File: src/rtl/seq_mul_unit.sv
// Iterative radix-2 shift-add multiplier for the RV32M MUL/MULH/MULHSU/MULHU group.
// Multiplies operand magnitudes, then applies a single sign-fix step before the result is registered.
module seq_mul_unit #(
  parameter int XLEN = 32
) (
  input  logic            clk,
  input  logic            rst,
  input  logic            start,
  input  logic [1:0]      mulctl,
  input  logic [XLEN-1:0] rs1,
  input  logic [XLEN-1:0] rs2,
  input  logic            kill,
  output logic            busy,
  output logic            mul_done,
  output logic [XLEN-1:0] mul_res
);

  // state | meaning
  // IDLE  | waiting for start
  // CALC  | one multiplier bit per cycle, LSB first
  // FIX   | conditional negate, select result half
  // DONE  | mul_done pulse, then back to IDLE
  typedef enum logic [1:0] {IDLE, CALC, FIX, DONE} state_t;

  localparam int CntW = $clog2(XLEN);

  state_t              state_q;
  logic [1:0]          ctl_q;
  logic                sa_q, sb_q;
  logic [2*XLEN-1:0]   mcand_q;
  logic [XLEN-1:0]     mplier_q;
  logic [2*XLEN-1:0]   acc_q;
  logic [CntW-1:0]     cnt_q;
  logic                busy_q, done_q;
  logic [XLEN-1:0]     res_q;

  logic                sa_d, sb_d;
  logic [XLEN-1:0]     a_mag_d, b_mag_d;
  logic [2*XLEN-1:0]   prod_d;

  always_comb begin
    sa_d    = rs1[XLEN-1] & ((mulctl == 2'b01) | (mulctl == 2'b10));
    sb_d    = rs2[XLEN-1] & (mulctl == 2'b01);
    a_mag_d = sa_d ? (~rs1 + XLEN'(1)) : rs1;
    b_mag_d = sb_d ? (~rs2 + XLEN'(1)) : rs2;
    prod_d  = (sa_q ^ sb_q) ? (~acc_q + (2*XLEN)'(1)) : acc_q;
  end

  always_ff @(posedge clk or posedge rst) begin
    if (rst) begin
      state_q  <= IDLE;
      ctl_q    <= 2'b00;
      sa_q     <= 1'b0;
      sb_q     <= 1'b0;
      mcand_q  <= '0;
      mplier_q <= '0;
      acc_q    <= '0;
      cnt_q    <= '0;
      busy_q   <= 1'b0;
      done_q   <= 1'b0;
      res_q    <= '0;
    end else begin
      done_q <= 1'b0;
      case (state_q)
        IDLE: begin
          if (start && !kill) begin
            ctl_q    <= mulctl;
            sa_q     <= sa_d;
            sb_q     <= sb_d;
            mcand_q  <= {{XLEN{1'b0}}, a_mag_d};
            mplier_q <= b_mag_d;
            acc_q    <= '0;
            cnt_q    <= '0;
            busy_q   <= 1'b1;
            state_q  <= CALC;
          end
        end
        CALC: begin
          if (kill) begin
            busy_q  <= 1'b0;
            state_q <= IDLE;
          end else begin
            // shifting the multiplicand each step equals adding it shifted by count
            if (mplier_q[0]) acc_q <= acc_q + mcand_q;
            mcand_q  <= mcand_q << 1;
            mplier_q <= mplier_q >> 1;
            cnt_q    <= cnt_q + CntW'(1);
            if (cnt_q == CntW'(XLEN-1)) state_q <= FIX;
          end
        end
        FIX: begin
          if (kill) begin
            busy_q  <= 1'b0;
            state_q <= IDLE;
          end else begin
            res_q   <= (ctl_q == 2'b00) ? prod_d[XLEN-1:0] : prod_d[2*XLEN-1:XLEN];
            done_q  <= 1'b1;
            state_q <= DONE;
          end
        end
        DONE: begin
          busy_q  <= 1'b0;
          state_q <= IDLE;
        end
        default: begin
          busy_q  <= 1'b0;
          state_q <= IDLE;
        end
      endcase
    end
  end

  assign busy     = busy_q;
  assign mul_done = done_q;
  assign mul_res  = res_q;

endmodule

File: config.mk
export PLATFORM = sky130hd
export DESIGN_NAME = seq_mul_unit
export DESIGN_NICKNAME = d
export VERILOG_FILES = /design/src/rtl/seq_mul_unit.sv
export SDC_FILE = /design/constraint.sdc
export NUM_CORES = 1
export LEC_CHECK = 0
export ABC_AREA = 1
export ABC_CLOCK_PERIOD_IN_PS = 9200
export CAP_MARGIN = 20
export CORE_ASPECT_RATIO = 0.75
export CORE_MARGIN = 2
export CORE_UTILIZATION = 45
export CTS_CLUSTER_DIAMETER = 80
export DETAILED_ROUTE_END_ITERATION = 10
export GPL_TIMING_DRIVEN = 0
export HOLD_SLACK_MARGIN = 0.1
export SKIP_LAST_GASP = 1
export SYNTH_ARGS = -nofsm -noshare
export SYNTH_HDL_FRONTEND = slang
export SYNTH_SLANG_ARGS = --single-unit
export TNS_END_PERCENT = 20
File: constraint.sdc
create_clock -name clk -period 9.2 [get_ports clk]
set_clock_uncertainty 0.1 [all_clocks]
set_input_delay 1.38 -clock clk [delete_from_list [all_inputs] [get_ports clk]]
set_output_delay 1.38 -clock clk [all_outputs]
set_load 0.02 [all_outputs]
==> results by group <==
Synth
  – Yosys reg bits: around 200
  – Syn_area_per_cell: 5.75 µm²
  – Mapped Area: about 0.018 mm²
  – Post-synthesis sequential area ratio: ~28%
  – Post-Syn Instances: between 3k and 4k
  – Post-synth EDFFs: 0
  – Async SR Flop Fraction: 100%
  – Synth warn: 0
  – Synth Flop Type: dfrtp_1
  – Unique masters post-synth: 43
  – Net Count, Synth: around 3.3k

Final layout
  – # diodes: 0
  – Final net count: about 3.5k
  – Final std cells w/o fill: slightly below 4k
  – Syn-to-layout area delta: 14.3%
  – Most common cell after layout, fill and taps aside: nand2_1
  – Fraction of layout instances using a drive strength above 1: ~3%
  – Most frequent cells in the layout: nand2_1 (1,131), inv_1 (529), nor2_1 (392), nand3_1 (239), dfrtp_1 (205)
  – Final Cell Area: approximately 0.021 mm²
  – FILL cells: approximately 4.2k

Floorplan
  – Ports: 104
  – Chip height: around 180 µm
  – Cell Rows: between 60 and 70
  – Die span in x: around 240 µm
  – Core ar.: just under 0.04 mm²
  – Initial Utilization: 46.0%
  – Die footprint: 0.0422 mm²

STA
  – RSZ-0062 raised after global routing: false
  – Final Critical Period: 3.72 ns
  – Fin crit share: slightly above 40%
  – Slew @ Worst Pin: 1.15 ns
  – Slew Limit Fails: 0
  – Final hold slack: roughly 0.38 ns
  – Slew HR: 23.4%
  – Fmax: between 0.2 and 0.3 GHz
  – Setup violators final: 0
  – Final hold viol count: 0

Hold path
  – Hold path endpoint: mul_res[1]$_DFFE_PP0P_
  – Worst Hold Class: register to register
  – Hold_sp: mul_res[1]$_DFFE_PP0P_
  – Hold depth: 2

Critical path
  – Crit-path max FO: 10
  – Crit end category: register
  – CP startpoint kind: input pin
  – Crit Path Class: input pin to register
  – Crit path DAT: about 4 ns
  – R2R Path End: acc_q[43]$_DFFE_PP0P_
  – CP dominant cell by count: nor2_1
  – CP required: between 9 and 10 ns
  – Slowest CP cell: clkbuf_1
  – Delay-heaviest family, CP: buffers and inverters
  – Reg2reg setup slack: 6.11 ns
  – R2R cell count: 14
  – CP Buf/Inv Count: 4
  – Critical path, cell by cell: clkdlybuf4s50_1, inv_2, nand2_1, inv_1, clkbuf_1, o21ai_0, nor2_1, nor2_1
  – R2R Path Start: acc_q[6]$_DFFE_PP0P_
  – Critical Path Max Stage Delay: about 0.84 ns
  – Worst path depth: 8

CTS
  – Num CTS Buffers: 25
  – CTS resizes: 0
  – Hold-fix buffers at CTS: 0
  – Later-pin clock latency in the skew report: 0.58 ns
  – CTS sink cnt: just over 200
  – Maximum buffer depth of the clock tree: 3
  – CTS root buf: clkbuf_16
  – # Post-CTS Setup Buffers: 0
  – Clock-pin transition on the worst setup and hold timing paths: roughly 0.060 ns
  – CTS tree: done
  – # H-tree levels: 1

Routing
  – Initial DRC count: approximately 2.2k
  – Pre-antenna DRT Iters: 7
  – Post-route ant nets: 0
  – Wire per inst: between 15 and 20 µm
  – Via density: roughly 5.5
  – Via count: 21.0k
  – DRC: 0
  – WL final: about 75,000 µm

Place
  – GP Congestion: 0.978
  – Detailed Place HPWL: 61,500 µm
  – Inst Count DP: 3,800
  – I/O Buffers: just over 100
  – Area after DPL: approximately 0.020 mm²

Pwr
  – Clock share of power: between 10% and 20%
  – Net Switching: around 3.8 mW
  – Share of total power in sequential cells: 21.9%
  – Int Power: between 3 and 4 mW
  – Comb power frac: just over 60%
  – VDD IR-drop max: 176 µV
  – Leakage: approximately 12 nW
  – PwrDens: between 300 and 400 mW/mm²
  – Sw frac: a little under three fifths

Flow run
  – Max-cap viol count: 0

Status
  – Status: finished, final reports clean

Global routing
  – First-pass GRT wire length: 113,000 µm
  – Largest net degree at the start of global routing: 110
  – Initial antenna violation count: 2
  – Vias in the first global route: approximately 20k
  – Gr usage total: 35.2%
  – GRT overflow: 0
## routing by layer
metal	vias to the layer above	GRT usage [%]	wire (µm)
li1	10200	-	-
met1	9829	52.3	35300
met2	897	51.6	29700
met3	109	7.21	7570
met4	2	8.68	1960
met5	-	0	13
## final cells by class
cell class	count	area [µm²]	share of cell area, %
well taps	520	651	3.12
plain buffers	76	319	1.53
multi-input cells	2357	10800	51.7
inverters	538	2030	9.71
flip-flops and latches	205	5130	24.6
clock buffers	31	698	3.35
clock inverters	14	194	0.929
repair buffers	104	1060	5.07
## power groups by stage
stage / registers (mW) / clock network, mW / logic, mW
after detailed placement: 1.52 / 0 / 4.16
after floorplan: 1.50 / 0 / 2.64
after global routing: 1.54 / 1.14 / 4.71
final: 1.52 / 1.10 / 4.31
after global placement: 1.51 / 0 / 4.10
after CTS: 1.51 / 1.11 / 4.17
## through the flow
step	setup WS (ns)	TNS [ns]	utilization (%)	total power, mW
global route	5.47	0	52.5	7.40
detailed placement	5.06	0	50.3	5.67
finish	5.48	0	52.5	6.93
CTS	5.63	0	52.5	6.79
global placement	-0.804	-159.02	50.2	5.61
floorplan	2.12	0	-	4.14
## sequential cells by signal, indices dropped and copies added (netlist names)
name and count:
mplier_q 32, cnt_q 5, acc_q 64, mul_res 32, state_q 2, mul_done 1
ctl_q 2, sa_q 1, busy 1, mcand_q 64, sb_q 1
## kinds of logic after synthesis
family	share of synthesized area, %
AO/OA/AOI/OAI	12.5
AND/OR/NAND/NOR	40.8
adder cells (fa/ha/maj)	5.04
buffers and inverters	12.8
multiplexers	0.0617
flip-flops	28.1
XOR/XNOR	0.672
## worst max-delay path by stage
stage | start | endpoint | slack [ns]
2_1_floorplan | rst | acc_q[0]$_DFFE_PP0P_ | 2.12
3_3_place_gp | rst | acc_q[61]$_DFFE_PP0P_ | -0.80
3_5_place_dp | kill | mul_res[27]$_DFFE_PP0P_ | 5.06
4_1_cts | kill | mul_res[27]$_DFFE_PP0P_ | 5.63
5_1_grt | kill | mul_res[27]$_DFFE_PP0P_ | 5.47
6_report | kill | mul_res[27]$_DFFE_PP0P_ | 5.48
## worst register-to-register path: cells and delay by family, from the launching register on
| kind | cells | cell delay [ns] |
|---|---|---|
| AND/OR/NAND/NOR | 13 | 2.01 |
| adder cells (fa/ha/maj) | 1 | 0.41 |
| flip-flops | 1 | 0.47 |
## synthesized netlist by cell type, drive strengths merged (11+ instances only)
cell	instances	area share [%]
ha	72	4.9
or2	16	0.55
o21ai	174	4.8
dfrtp	205	28
buf	27	0.74
o211ai	19	0.78
nor2	398	8.3
nand3	239	6.6
nor3	23	0.66
clkbuf	49	1.0
nand4	26	0.89
inv	535	11
nand2	1133	23
xor2	11	0.53
a21oi	167	4.7
o22ai	34	1.2
Note: power is estimated with default switching activity, not from simulation.
